--- config.mk ---
export PLATFORM = sky130hd
export DESIGN_NAME = hazard_unit_flat
export DESIGN_NICKNAME = d
export VERILOG_FILES = /design/src/rtl/hazard_pkg.sv /design/src/rtl/hazard_if.sv /design/src/rtl/hazard_track.sv /design/src/rtl/hazard_unit.sv /design/src/flat_wrapper.sv
export SDC_FILE = /design/constraint.sdc
export NUM_CORES = 1
export LEC_CHECK = 0
export ABC_AREA = 1
export CORE_MARGIN = 2
export CORE_UTILIZATION = 40
export DETAILED_ROUTE_END_ITERATION = 8
export REMOVE_ABC_BUFFERS = 1
export SYNTH_ARGS = -nofsm -noshare
export SYNTH_HDL_FRONTEND = slang
export SYNTH_HIERARCHICAL = 1
export SYNTH_SLANG_ARGS = --single-unit
--- constraint.sdc ---
create_clock -name clk -period 1.43 [get_ports clk]
set_input_delay 0.143 -clock clk [delete_from_list [all_inputs] [get_ports clk]]
set_output_delay 0.143 -clock clk [all_outputs]
set_load 0.01 [all_outputs]
--- src/rtl/hazard_pkg.sv ---
// Shared types and encodings for the pipeline hazard controller.
// The forward-select values match the Execute-stage mux3 select encoding.
package hazard_pkg;

    localparam int REG_W = 5;
    localparam int CNT_W = 8;

    localparam logic [1:0] FWD_RF  = 2'b00;
    localparam logic [1:0] FWD_WB  = 2'b01;
    localparam logic [1:0] FWD_MEM = 2'b10;

    localparam logic [1:0] RES_ALU  = 2'b00;
    localparam logic [1:0] RES_LOAD = 2'b01;
    localparam logic [1:0] RES_PC4  = 2'b10;

    localparam logic [CNT_W-1:0] CNT_MAX = '1;

    typedef logic [REG_W-1:0] reg_idx_t;

    typedef struct packed {
        reg_idx_t   rs1;
        reg_idx_t   rs2;
        reg_idx_t   rd;
        logic       reg_write;
        logic [1:0] result_src;
        logic       mem_access;
    } slot_e_t;

    typedef struct packed {
        reg_idx_t rd;
        logic     reg_write;
        logic     mem_access;
    } slot_m_t;

    typedef struct packed {
        reg_idx_t rd;
        logic     reg_write;
    } slot_w_t;

    // M wins over W so the youngest producer of a register is forwarded.
    function automatic logic [1:0] fwd_sel(
        input reg_idx_t rs,
        input reg_idx_t rd_m,
        input logic     rw_m,
        input reg_idx_t rd_w,
        input logic     rw_w
    );
        if ((rs != '0) && rw_m && (rd_m == rs)) begin
            return FWD_MEM;
        end
        if ((rs != '0) && rw_w && (rd_w == rs)) begin
            return FWD_WB;
        end
        return FWD_RF;
    endfunction

endpackage

--- src/rtl/hazard_if.sv ---
// Decode/Execute/Memory-side hazard signals exchanged between the core
// datapath (master) and the hazard unit (slave).
interface hazard_if;
    import hazard_pkg::*;

    logic [REG_W-1:0] Rs1D;
    logic [REG_W-1:0] Rs2D;
    logic [REG_W-1:0] RdD;
    logic             RegWriteD;
    logic [1:0]       ResultSrcD;
    logic             MemAccessD;
    logic             PCSrcE;
    logic             DmemReadyM;

    logic [1:0]       ForwardAE;
    logic [1:0]       ForwardBE;
    logic             StallF;
    logic             StallD;
    logic             StallEMW;
    logic             FlushD;
    logic             FlushE;
    logic             MemTimeout;

    modport master (
        output Rs1D, Rs2D, RdD, RegWriteD, ResultSrcD, MemAccessD,
        output PCSrcE, DmemReadyM,
        input  ForwardAE, ForwardBE, StallF, StallD, StallEMW,
        input  FlushD, FlushE, MemTimeout
    );

    modport slave (
        input  Rs1D, Rs2D, RdD, RegWriteD, ResultSrcD, MemAccessD,
        input  PCSrcE, DmemReadyM,
        output ForwardAE, ForwardBE, StallF, StallD, StallEMW,
        output FlushD, FlushE, MemTimeout
    );

endinterface

--- src/rtl/hazard_track.sv ---
// E/M/W register-metadata shift register. hold_i freezes every slot;
// bubble_i loads an all-zero E slot while M and W still advance.
module hazard_track
    import hazard_pkg::*;
(
    input  logic    clk,
    input  logic    rst_n,
    input  logic    hold_i,
    input  logic    bubble_i,
    input  slot_e_t slot_d_i,
    output slot_e_t slot_e_o,
    output slot_m_t slot_m_o,
    output slot_w_t slot_w_o
);

    slot_e_t e_q, e_d;
    slot_m_t m_q, m_d;
    slot_w_t w_q, w_d;

    always_comb begin
        e_d = e_q;
        m_d = m_q;
        w_d = w_q;
        if (!hold_i) begin
            e_d = bubble_i ? '0 : slot_d_i;
            m_d.rd         = e_q.rd;
            m_d.reg_write  = e_q.reg_write;
            m_d.mem_access = e_q.mem_access;
            w_d.rd         = m_q.rd;
            w_d.reg_write  = m_q.reg_write;
        end
    end

    always_ff @(posedge clk or negedge rst_n) begin
        if (!rst_n) begin
            e_q <= '0;
            m_q <= '0;
            w_q <= '0;
        end else begin
            e_q <= e_d;
            m_q <= m_d;
            w_q <= w_d;
        end
    end

    assign slot_e_o = e_q;
    assign slot_m_o = m_q;
    assign slot_w_o = w_q;

endmodule

--- src/rtl/hazard_unit.sv ---
// Pipeline hazard controller: operand forwarding, load-use / branch / slow
// data-memory stall and flush generation, and a sticky memory-wait watchdog.
module hazard_unit
    import hazard_pkg::*;
#(
    parameter int MEM_TIMEOUT = 255
) (
    input logic     clk,
    input logic     rst_n,
    hazard_if.slave hz
);

    localparam logic [CNT_W-1:0] TIMEOUT_LIM = CNT_W'(MEM_TIMEOUT);

    slot_e_t slot_d;
    slot_e_t slot_e;
    slot_m_t slot_m;
    slot_w_t slot_w;

    logic mem_stall;
    logic lw_stall;
    logic flush_e;

    logic [CNT_W-1:0] wait_cnt_q, wait_cnt_d;
    logic             timeout_q, timeout_d;

    always_comb begin
        slot_d            = '0;
        slot_d.rs1        = hz.Rs1D;
        slot_d.rs2        = hz.Rs2D;
        slot_d.rd         = hz.RdD;
        slot_d.reg_write  = hz.RegWriteD;
        slot_d.result_src = hz.ResultSrcD;
        slot_d.mem_access = hz.MemAccessD;
    end

    assign mem_stall = slot_m.mem_access & ~hz.DmemReadyM;

    assign lw_stall = (slot_e.result_src == RES_LOAD) &&
                      (slot_e.rd != '0) &&
                      ((hz.Rs1D == slot_e.rd) || (hz.Rs2D == slot_e.rd));

    // A stalled memory access suppresses all flushes so nothing is lost
    // while the pipeline is frozen.
    assign flush_e = (lw_stall | hz.PCSrcE) & ~mem_stall;

    hazard_track u_track (
        .clk      (clk),
        .rst_n    (rst_n),
        .hold_i   (mem_stall),
        .bubble_i (flush_e),
        .slot_d_i (slot_d),
        .slot_e_o (slot_e),
        .slot_m_o (slot_m),
        .slot_w_o (slot_w)
    );

    assign hz.ForwardAE = fwd_sel(slot_e.rs1, slot_m.rd, slot_m.reg_write,
                                  slot_w.rd, slot_w.reg_write);
    assign hz.ForwardBE = fwd_sel(slot_e.rs2, slot_m.rd, slot_m.reg_write,
                                  slot_w.rd, slot_w.reg_write);

    assign hz.StallF     = lw_stall | mem_stall;
    assign hz.StallD     = lw_stall | mem_stall;
    assign hz.StallEMW   = mem_stall;
    assign hz.FlushD     = hz.PCSrcE & ~mem_stall;
    assign hz.FlushE     = flush_e;
    assign hz.MemTimeout = timeout_q;

    // wait_cnt_d is the number of consecutive stalled cycles including this
    // one, so the flag sets on the edge closing the MEM_TIMEOUT-th cycle.
    always_comb begin
        wait_cnt_d = '0;
        timeout_d  = timeout_q;
        if (mem_stall) begin
            wait_cnt_d = (wait_cnt_q == CNT_MAX) ? wait_cnt_q
                                                 : wait_cnt_q + CNT_W'(1);
            if (wait_cnt_d >= TIMEOUT_LIM) begin
                timeout_d = 1'b1;
            end
        end
    end

    always_ff @(posedge clk or negedge rst_n) begin
        if (!rst_n) begin
            wait_cnt_q <= '0;
            timeout_q  <= 1'b0;
        end else begin
            wait_cnt_q <= wait_cnt_d;
            timeout_q  <= timeout_d;
        end
    end

endmodule
--- src/flat_wrapper.sv ---
// flat-port wrapper written by rule: the top's interface ports become plain ports
module hazard_unit_flat import hazard_pkg::*;
#(
    parameter int MEM_TIMEOUT = 255
)
  (clk, rst_n, hz_Rs1D, hz_Rs2D, hz_RdD, hz_RegWriteD, hz_ResultSrcD, hz_MemAccessD, hz_PCSrcE, hz_DmemReadyM, hz_ForwardAE, hz_ForwardBE, hz_StallF, hz_StallD, hz_StallEMW, hz_FlushD, hz_FlushE, hz_MemTimeout);
  hazard_if hz_i ();
  input logic clk;
  input logic rst_n;
  input wire logic [$bits(hz_i.Rs1D)-1:0] hz_Rs1D;
  input wire logic [$bits(hz_i.Rs2D)-1:0] hz_Rs2D;
  input wire logic [$bits(hz_i.RdD)-1:0] hz_RdD;
  input wire logic [$bits(hz_i.RegWriteD)-1:0] hz_RegWriteD;
  input wire logic [$bits(hz_i.ResultSrcD)-1:0] hz_ResultSrcD;
  input wire logic [$bits(hz_i.MemAccessD)-1:0] hz_MemAccessD;
  input wire logic [$bits(hz_i.PCSrcE)-1:0] hz_PCSrcE;
  input wire logic [$bits(hz_i.DmemReadyM)-1:0] hz_DmemReadyM;
  output wire logic [$bits(hz_i.ForwardAE)-1:0] hz_ForwardAE;
  output wire logic [$bits(hz_i.ForwardBE)-1:0] hz_ForwardBE;
  output wire logic [$bits(hz_i.StallF)-1:0] hz_StallF;
  output wire logic [$bits(hz_i.StallD)-1:0] hz_StallD;
  output wire logic [$bits(hz_i.StallEMW)-1:0] hz_StallEMW;
  output wire logic [$bits(hz_i.FlushD)-1:0] hz_FlushD;
  output wire logic [$bits(hz_i.FlushE)-1:0] hz_FlushE;
  output wire logic [$bits(hz_i.MemTimeout)-1:0] hz_MemTimeout;
  assign hz_i.Rs1D = hz_Rs1D;
  assign hz_i.Rs2D = hz_Rs2D;
  assign hz_i.RdD = hz_RdD;
  assign hz_i.RegWriteD = hz_RegWriteD;
  assign hz_i.ResultSrcD = hz_ResultSrcD;
  assign hz_i.MemAccessD = hz_MemAccessD;
  assign hz_i.PCSrcE = hz_PCSrcE;
  assign hz_i.DmemReadyM = hz_DmemReadyM;
  assign hz_ForwardAE = hz_i.ForwardAE;
  assign hz_ForwardBE = hz_i.ForwardBE;
  assign hz_StallF = hz_i.StallF;
  assign hz_StallD = hz_i.StallD;
  assign hz_StallEMW = hz_i.StallEMW;
  assign hz_FlushD = hz_i.FlushD;
  assign hz_FlushE = hz_i.FlushE;
  assign hz_MemTimeout = hz_i.MemTimeout;
  hazard_unit #(.MEM_TIMEOUT(MEM_TIMEOUT)) u_core (.clk(clk), .rst_n(rst_n), .hz(hz_i));
endmodule
==> flow_summary.yaml, run 1 <==
final_layout:
  final_cell_mix: "96 x nand2_1, 37 x buf_4, 35 x dfrtp_1, 32 x inv_1, 22 x clkdlybuf4s50_1"
  final_common_cell: "nand2_1"
  antenna_cells: 0
  fin_nets: 400
  final_cells: 449
  syn_to_final_growth_pct: 43.4
  drive_gt1_share_pct: 29.4
floorplanning:
  io-pin-count: 33
  die-area_mm2: 0.00633
  die_h_um: 79.5
  fp-row-count: 27
  initial_utilization_pct: 41.4
  die_x_um: 79.5
  core_area_mm2: 0.00551
grt:
  grt_usage_pct: 18.5
  antenna_found_initial: 0
  grt_pass1_wl_um: 9010
  grt_pass1_vias: 2014
  grt_max_degree: 42
  grt_overflow: 0
yosys:
  synth-seq-area-share_pct: 45.0
  yosysUniqueCellTypes: 27
  syn_avg_cell_area_um2: 7.71
  synth_top_area_share_pct: 45.0
  ys.warnings.count: 6
  netlist_instances: 296
  ys_ff_latch: 41
  ys_top_cells_by_area: "dfrtp_1 45%, nand2_1 17%, inv_1 5.9%"
  post_synth_instance_area_mm2: 0.00228
  yosysTopAreaCell: "dfrtp_1"
critical_path:
  r2r-end: "u_core/u_track/slot_e_o[3]$_DFFE_PN0N_"
  worstSetupPathType: "reg -> out"
  slowest_stage: "dfrtp_1"
  path_cells: "xor2_1 -> nor2_1 -> nand3_1 -> nand2_2 -> nand3_2 -> nand2_4 -> buf_6"
  crit_path_max_incr_delay_ns: 0.47
  cp-start-kind: "flip-flop"
  crit_start: "u_core/u_track/slot_e_o[7]$_DFFE_PN0N_"
  cp-end-kind: "output port"
  r2r_cells: 10
  critPathTopFamily: "simple AND/OR/NAND/NOR gates"
  worst-path-buf-inv: 1
  rrSetupSlack_ns: -0.16
  crit_fanout: 4
  crit-reg2reg-launch: "u_core/u_track/slot_e_o[7]$_DFFE_PN0N_"
  cp.arrival_ns: 1.55
  cp.required_ns: 1.29
power:
  leakage_nw: 1.59
  p_comb_share_pct: 28.3
  clockPowerShare_pct: 28.4
  p_per_area_mw_per_mm2: 1010
  swShare_pct: 30.7
  p_switching_mw: 1.02
  intPower_mw: 2.30
  totalPowerFinal_mw: 3.32
  ir_worst_vdd_uv: 601
  pwr-share-seq_pct: 43.3
sta:
  period_needed_ns: 1.69
  hold_violations: 0
  timing.final.ws_setup_ns: -0.261
  rsz0062_at_grt: "true"
  skew_ns: 0.00573
  timing.slew.headroom_pct: 84.4
  fmax_mhz: 591
  fin_crit_sh_pct: 118
  setup_violations: 26
  drv_slew: 0
  tightest_slew_ns: 0.231
drt:
  drc_errors: 0
  avgViaCountPerCell: 4.63
  wl_per_cell_um: 12.1
  ant_nets: 0
  via_count: 2079
  routed_wirelength_um: 5420
  dr.pass1.iters: 4
  drtIter0Drc: 71
cts:
  cts.reportedPaths.clkPinSlew_ns: 0.08
  clk_latency_ns: 0.29
  clk_path_buf_depth: 2
  cts_made_buffers: 5
  h-tree-depth: 2
  numClockSinks: 41
  cts_tree: "yes"
  cts_root_buf: "clkbuf_8"
worst_hold_path:
  hp-class: "in -> async"
place:
  gp_congestion: 0.864
  dp_hpwl_um: 3740
  numPortBuffers: 32
  place_inst: 426
run:
  max_cap_viol_count: 0
run_status:
  status: "complete, but fails checks"
  violations: "negative setup slack"
==> worst register-to-register path: stages (launching register included) <==
cell	delay, ns
dfrtp_1	0.47
xor2_1	0.17
nor2_1	0.14
nand3_1	0.11
nand2_2	0.09
nand3_2	0.08
nand2_4	0.09
buf_8	0.14
nor2_4	0.07
nand2_1	0.06
nand2_1	0.05
==> layout make-up <==
class | count | area (um2)
Clock inverter | 3 | 46.3
Tap cell | 72 | 90.1
Timing Repair Buffer | 77 | 682
Clock buffer | 5 | 68.8
Fill cell | 519 | 2230
Multi-Input combinational cell | 213 | 1200
Sequential cell | 41 | 1030
Inverter | 38 | 150
==> worst max-delay path by stage <==
stage                     depth (start not counted)                                      to  slack, ns
final                                             7                               hz_FlushE      -0.26
after global routing                              7                               hz_FlushE      -0.36
after CTS                                         7                         hz_ForwardAE[0]      -0.25
after detailed placement                          8                               hz_FlushE      -0.75
after global placement                            8                               hz_FlushE      -0.71
after floorplan                                   8  u_core/u_track/slot_e_o[0]$_DFFE_PN0N_      -2.19
==> repair_timing <==
action	in CTS	in global routing
endpoints found under the setup margin	28	29
resized for setup	68	15
endpoints found under the hold margin	41	0
pin swaps	23	12
setup buffers	8	3
gates cloned	3	0
hold buffers	1	0
==> stage by stage <==
stage                     setup slack [ns]  setup TNS, ns  utilization, %  hold slack, ns  cell area, um2
final                               -0.261          -4.20            59.4           0.345            3270
after global routing                -0.358          -6.95            59.4           0.363            3270
after CTS                           -0.251          -3.67            58.1           0.340            3200
after detailed placement            -0.747         -10.86            52.9           0.134            2920
after global placement              -0.706          -9.93            52.9           0.134            2920
after floorplan                      -2.19         -77.21               -          -0.153            2230
==> power groups by stage <==
stage / logic [mW] / registers (mW) / clock network, mW
after floorplan: 0.391 / 1.43 / 0
after global placement: 0.780 / 1.45 / 0
after detailed placement: 0.788 / 1.45 / 0
after CTS: 0.902 / 1.43 / 0.974
after global routing: 1.05 / 1.46 / 1.02
final: 0.940 / 1.44 / 0.943
==> registers in the layout, summed over array words and instances (netlist names) <==
signal                   flops
u_core/u_track/slot_e_o     19
u_core/hz.MemTimeout         1
u_core/u_track/slot_w_o      6
u_core/u_track/slot_m_o      7
u_core/wait_cnt_q            8
==> synthesized netlist by cell type <==
library cell	number
nand2_1	105
dfrtp_1	41
inv_1	36
nor2_1	19
o21ai_0	17
nand3_1	12
xor2_1	11
xnor2_1	9
nand4_1	6
a21oi_1	5
nor3_1	5
o2111ai_1	4
buf_2	3
nand2_2	3
or2_2	3
buf_4	2
buf_6	2
nand2_4	2
nand3b_1	2
nor2_4	2
clkinv_1	1
ha_1	1
inv_2	1
nor2_2	1
nor2_8	1
o21ai_2	1
o21bai_1	1
==> logic make-up (layout without fill, tap and decap cells) <==
logic type      after synthesis  after routing  share of synthesized area [%]
fa+ha+maj                     1              1                          0.548
compound gates               28             28                           7.07
simple gates                161            164                           31.2
buf+inv                      45            123                           8.55
flops                        41             41                           45.0
xor+xnor                     20             20                           7.68
==> per-layer routing <==
metal	GRT usage [%]	share of wire (%)	vias to the layer above
met1	23.6	47	944
met4	8.45	2.8	0
met5	0	0	-
met2	30.8	47	38
li1	-	-	1085
met3	2.94	3.2	12
(Power assumes the default switching activity.)
==> run 2, diff against run 1 <==
--- a/config.mk
+++ b/config.mk
@@ -7,8 +7,9 @@
 export LEC_CHECK = 0
 export ABC_AREA = 1
 export CORE_MARGIN = 2
-export CORE_UTILIZATION = 40
+export CORE_UTILIZATION = 49
 export DETAILED_ROUTE_END_ITERATION = 8
+export PLACE_DENSITY = 0.76
 export REMOVE_ABC_BUFFERS = 1
 export SYNTH_ARGS = -nofsm -noshare
 export SYNTH_HDL_FRONTEND = slang
==> run 2 against run 1 <==
Against the previous run: the run still ends with negative setup slack left; total power fell by 0.15%; largest cell class unchanged; via count rose by 5.8%; maximum frequency fell by 4.2%; register-to-register slack got worse by 0.16 ns; clock skew rose by 0.0051 ns; core utilization rose by 11 points; critical endpoint unchanged; first-iteration DRC count rose to 2.6 times the previous value; global-route usage rose by 4.7 points; critical path depth did not move; combinational power fell by 2.9%; worst hold slack got worse by 0.0091 ns; largest power group unchanged; flip-flop and latch count did not move.
==> flow_summary.yaml, run 2 (synthesis results as in run 1) <==
final_layout:
  final-seq-area_mm2: 0.00104
  fillCellCount: 318
  antenna_cells: 0
  syn_to_final_growth_pct: 37.0
  final_util_pct: 70.8
  drive_gt1_share_pct: 25.1
  final_cells: 423
  largest_reg_flops: 19
  final_cell_mix: "104 x nand2_1, 36 x buf_4, 36 x inv_1, 33 x dfrtp_1, 22 x clkdlybuf4s50_1"
  multi_input_area_mm2: 0.00116
  fin_nets: 394
  fin_area_mm2: 0.00313
  final_common_cell: "nand2_1"
critical_path:
  crit_fanout: 4
  cp-start-kind: "flip-flop"
  cp.required_ns: 1.29
  slowest_stage: "dfrtp_2"
  path_cells: "buf_4 -> xnor2_2 -> nand3_1 -> nand2_1 -> nand3_1 -> nand2_1 -> buf_2"
  crit_path_max_incr_delay_ns: 0.45
  cp.arrival_ns: 1.62
  r2r-end: "u_core/u_track/slot_e_o[2]$_DFFE_PN0N_"
  rrSetupSlack_ns: -0.32
  worstSetupPathType: "reg -> out"
  crit-reg2reg-launch: "u_core/u_track/slot_e_o[7]$_DFFE_PN0N_"
  r2r_cells: 11
  cp-end-kind: "output port"
sta:
  setup_violations: 26
  skew_ns: 0.0108
  fin_crit_sh_pct: 124
  drv_slew: 0
  timing.slew.headroom_pct: 83.4
  hold_violations: 0
  fmax_mhz: 566
  period_needed_ns: 1.77
  tightest_slew_ns: 0.246
  rsz0062_at_grt: "true"
  setup_tns_ns: -6.92
  timing.final.ws_setup_ns: -0.336
cts:
  clk_path_buf_depth: 2
  h-tree-depth: 2
  clk_latency_ns: 0.30
  cts.reportedPaths.clkPinSlew_ns: 0.08
  cts_tree: "yes"
  numClockSinks: 41
  cts_root_buf: "clkbuf_8"
  cts_made_buffers: 5
drt:
  via_count: 2200
  drtIter0Drc: 182
  avgViaCountPerCell: 5.20
  drc_errors: 0
  wl_per_cell_um: 14.0
  ant_nets: 0
  dr.pass1.iters: 5
  routed_wirelength_um: 5940
floorplanning:
  core_area_mm2: 0.00441
  fp-row-count: 24
  die_h_um: 72.2
  initial_utilization_pct: 51.7
  die_x_um: 72.2
  io-pin-count: 33
  die-area_mm2: 0.00522
grt:
  grt_overflow: 0
  grt_max_degree: 42
  antenna_found_initial: 0
  grt_pass1_vias: 2049
  grt_pass1_wl_um: 9310
  grt_usage_pct: 23.1
run_status:
  status: "complete, but fails checks"
  violations: "negative setup slack"
power:
  leakage_nw: 1.55
  p_per_area_mw_per_mm2: 1060
  ir_worst_vdd_uv: 888
place:
  numPortBuffers: 32
  dpl_cell_area_mm2: 0.00287
  pre_cts_slack_ns: -0.587
  dp_hpwl_um: 3740
  place_inst: 403
  gp_congestion: 0.829
run:
  max_cap_viol_count: 0
worst_hold_path:
  hp-class: "in -> async"
-- run 2: cell count changes in the layout (fill, tap and decap cells not counted), sizes merged --
cell	previous run	this run
buf	53	46
clkinvlp	1	0
inv	38	39
clkbuf	5	7
clkdlybuf4s15	1	0
-- run 2: area by class of cell --
class                      instances  share of cell area, %
clock buffer                       5                   2.20
clock inverter                     3                   1.40
inverter                          38                   4.64
multi-input combinational        213                   37.2
sequential                        41                   33.1
tap                               52                   2.08
timing repair buffer              71                   19.3
-- run 2: metal layers --
layer | GRT usage [%] | share of wire (%) | wire (um)
met4 | 9.85 | 4.2 | 252
met1 | 30.0 | 40 | 2380
met3 | 2.92 | 4.5 | 270
met2 | 39.0 | 51 | 3030
met5 | 0 | 0 | 0
-- run 2: power by group --
part	leakage, nW	total (mW)	internal (mW)	switching, mW
logic	0.976	0.913	0.458	0.456
registers	0.520	1.45	1.30	0.153
clock network	0.0585	0.954	0.523	0.430
total	1.55	3.32	2.28	1.04
-- run 2: through the flow --
stage | hold slack [ns] | power, mW
3_3_place_gp | 0.126 | 2.20
6_report | 0.336 | 3.32
2_1_floorplan | -0.153 | 1.82
5_1_grt | 0.357 | 3.49
4_1_cts | 0.335 | 3.24
3_5_place_dp | 0.129 | 2.23
-- run 2: repair_timing --
action | in CTS | in global routing
cloned | 3 | 0
hold endpoints to repair | 41 | 0
endpoints found under the setup margin | 28 | 29
pin swaps | 19 | 11
setup buffers | 3 | 5
resized for setup | 43 | 17
hold buffers | 1 | 0
-- run 2: worst max-delay path: cells and delay by family (launching register included) --
kind | cells | cell delay [ns]
buf+inv | 2 | 0.29
simple gates | 4 | 0.38
flops | 1 | 0.45
xor+xnor | 1 | 0.20
-- run 2: worst max-delay path by stage --
stage                                                       from                                     end  cells past startpoint
after floorplan           u_core/u_track/slot_m_o[0]$_DFFE_PN0N_  u_core/u_track/slot_e_o[0]$_DFFE_PN0N_                      8
after global placement                                hz_Rs1D[1]                               hz_FlushE                      8
after detailed placement                              hz_Rs1D[1]                               hz_StallF                      8
after CTS                 u_core/u_track/slot_e_o[6]$_DFFE_PN0N_                               hz_StallF                      8
after global routing      u_core/u_track/slot_e_o[7]$_DFFE_PN0N_  u_core/u_track/slot_e_o[8]$_DFFE_PN0N_                     11
final                     u_core/u_track/slot_e_o[8]$_DFFE_PN0N_                               hz_FlushE                      7
==> run 3, diff against run 2 <==
--- a/config.mk
+++ b/config.mk
@@ -9,6 +9,7 @@
 export CORE_MARGIN = 2
 export CORE_UTILIZATION = 49
 export DETAILED_ROUTE_END_ITERATION = 8
+export GPL_TIMING_DRIVEN = 1
 export PLACE_DENSITY = 0.76
 export REMOVE_ABC_BUFFERS = 1
 export SYNTH_ARGS = -nofsm -noshare
==> results of run 3 <==
Final layout, timing and power as in run 2 (identical DEF).
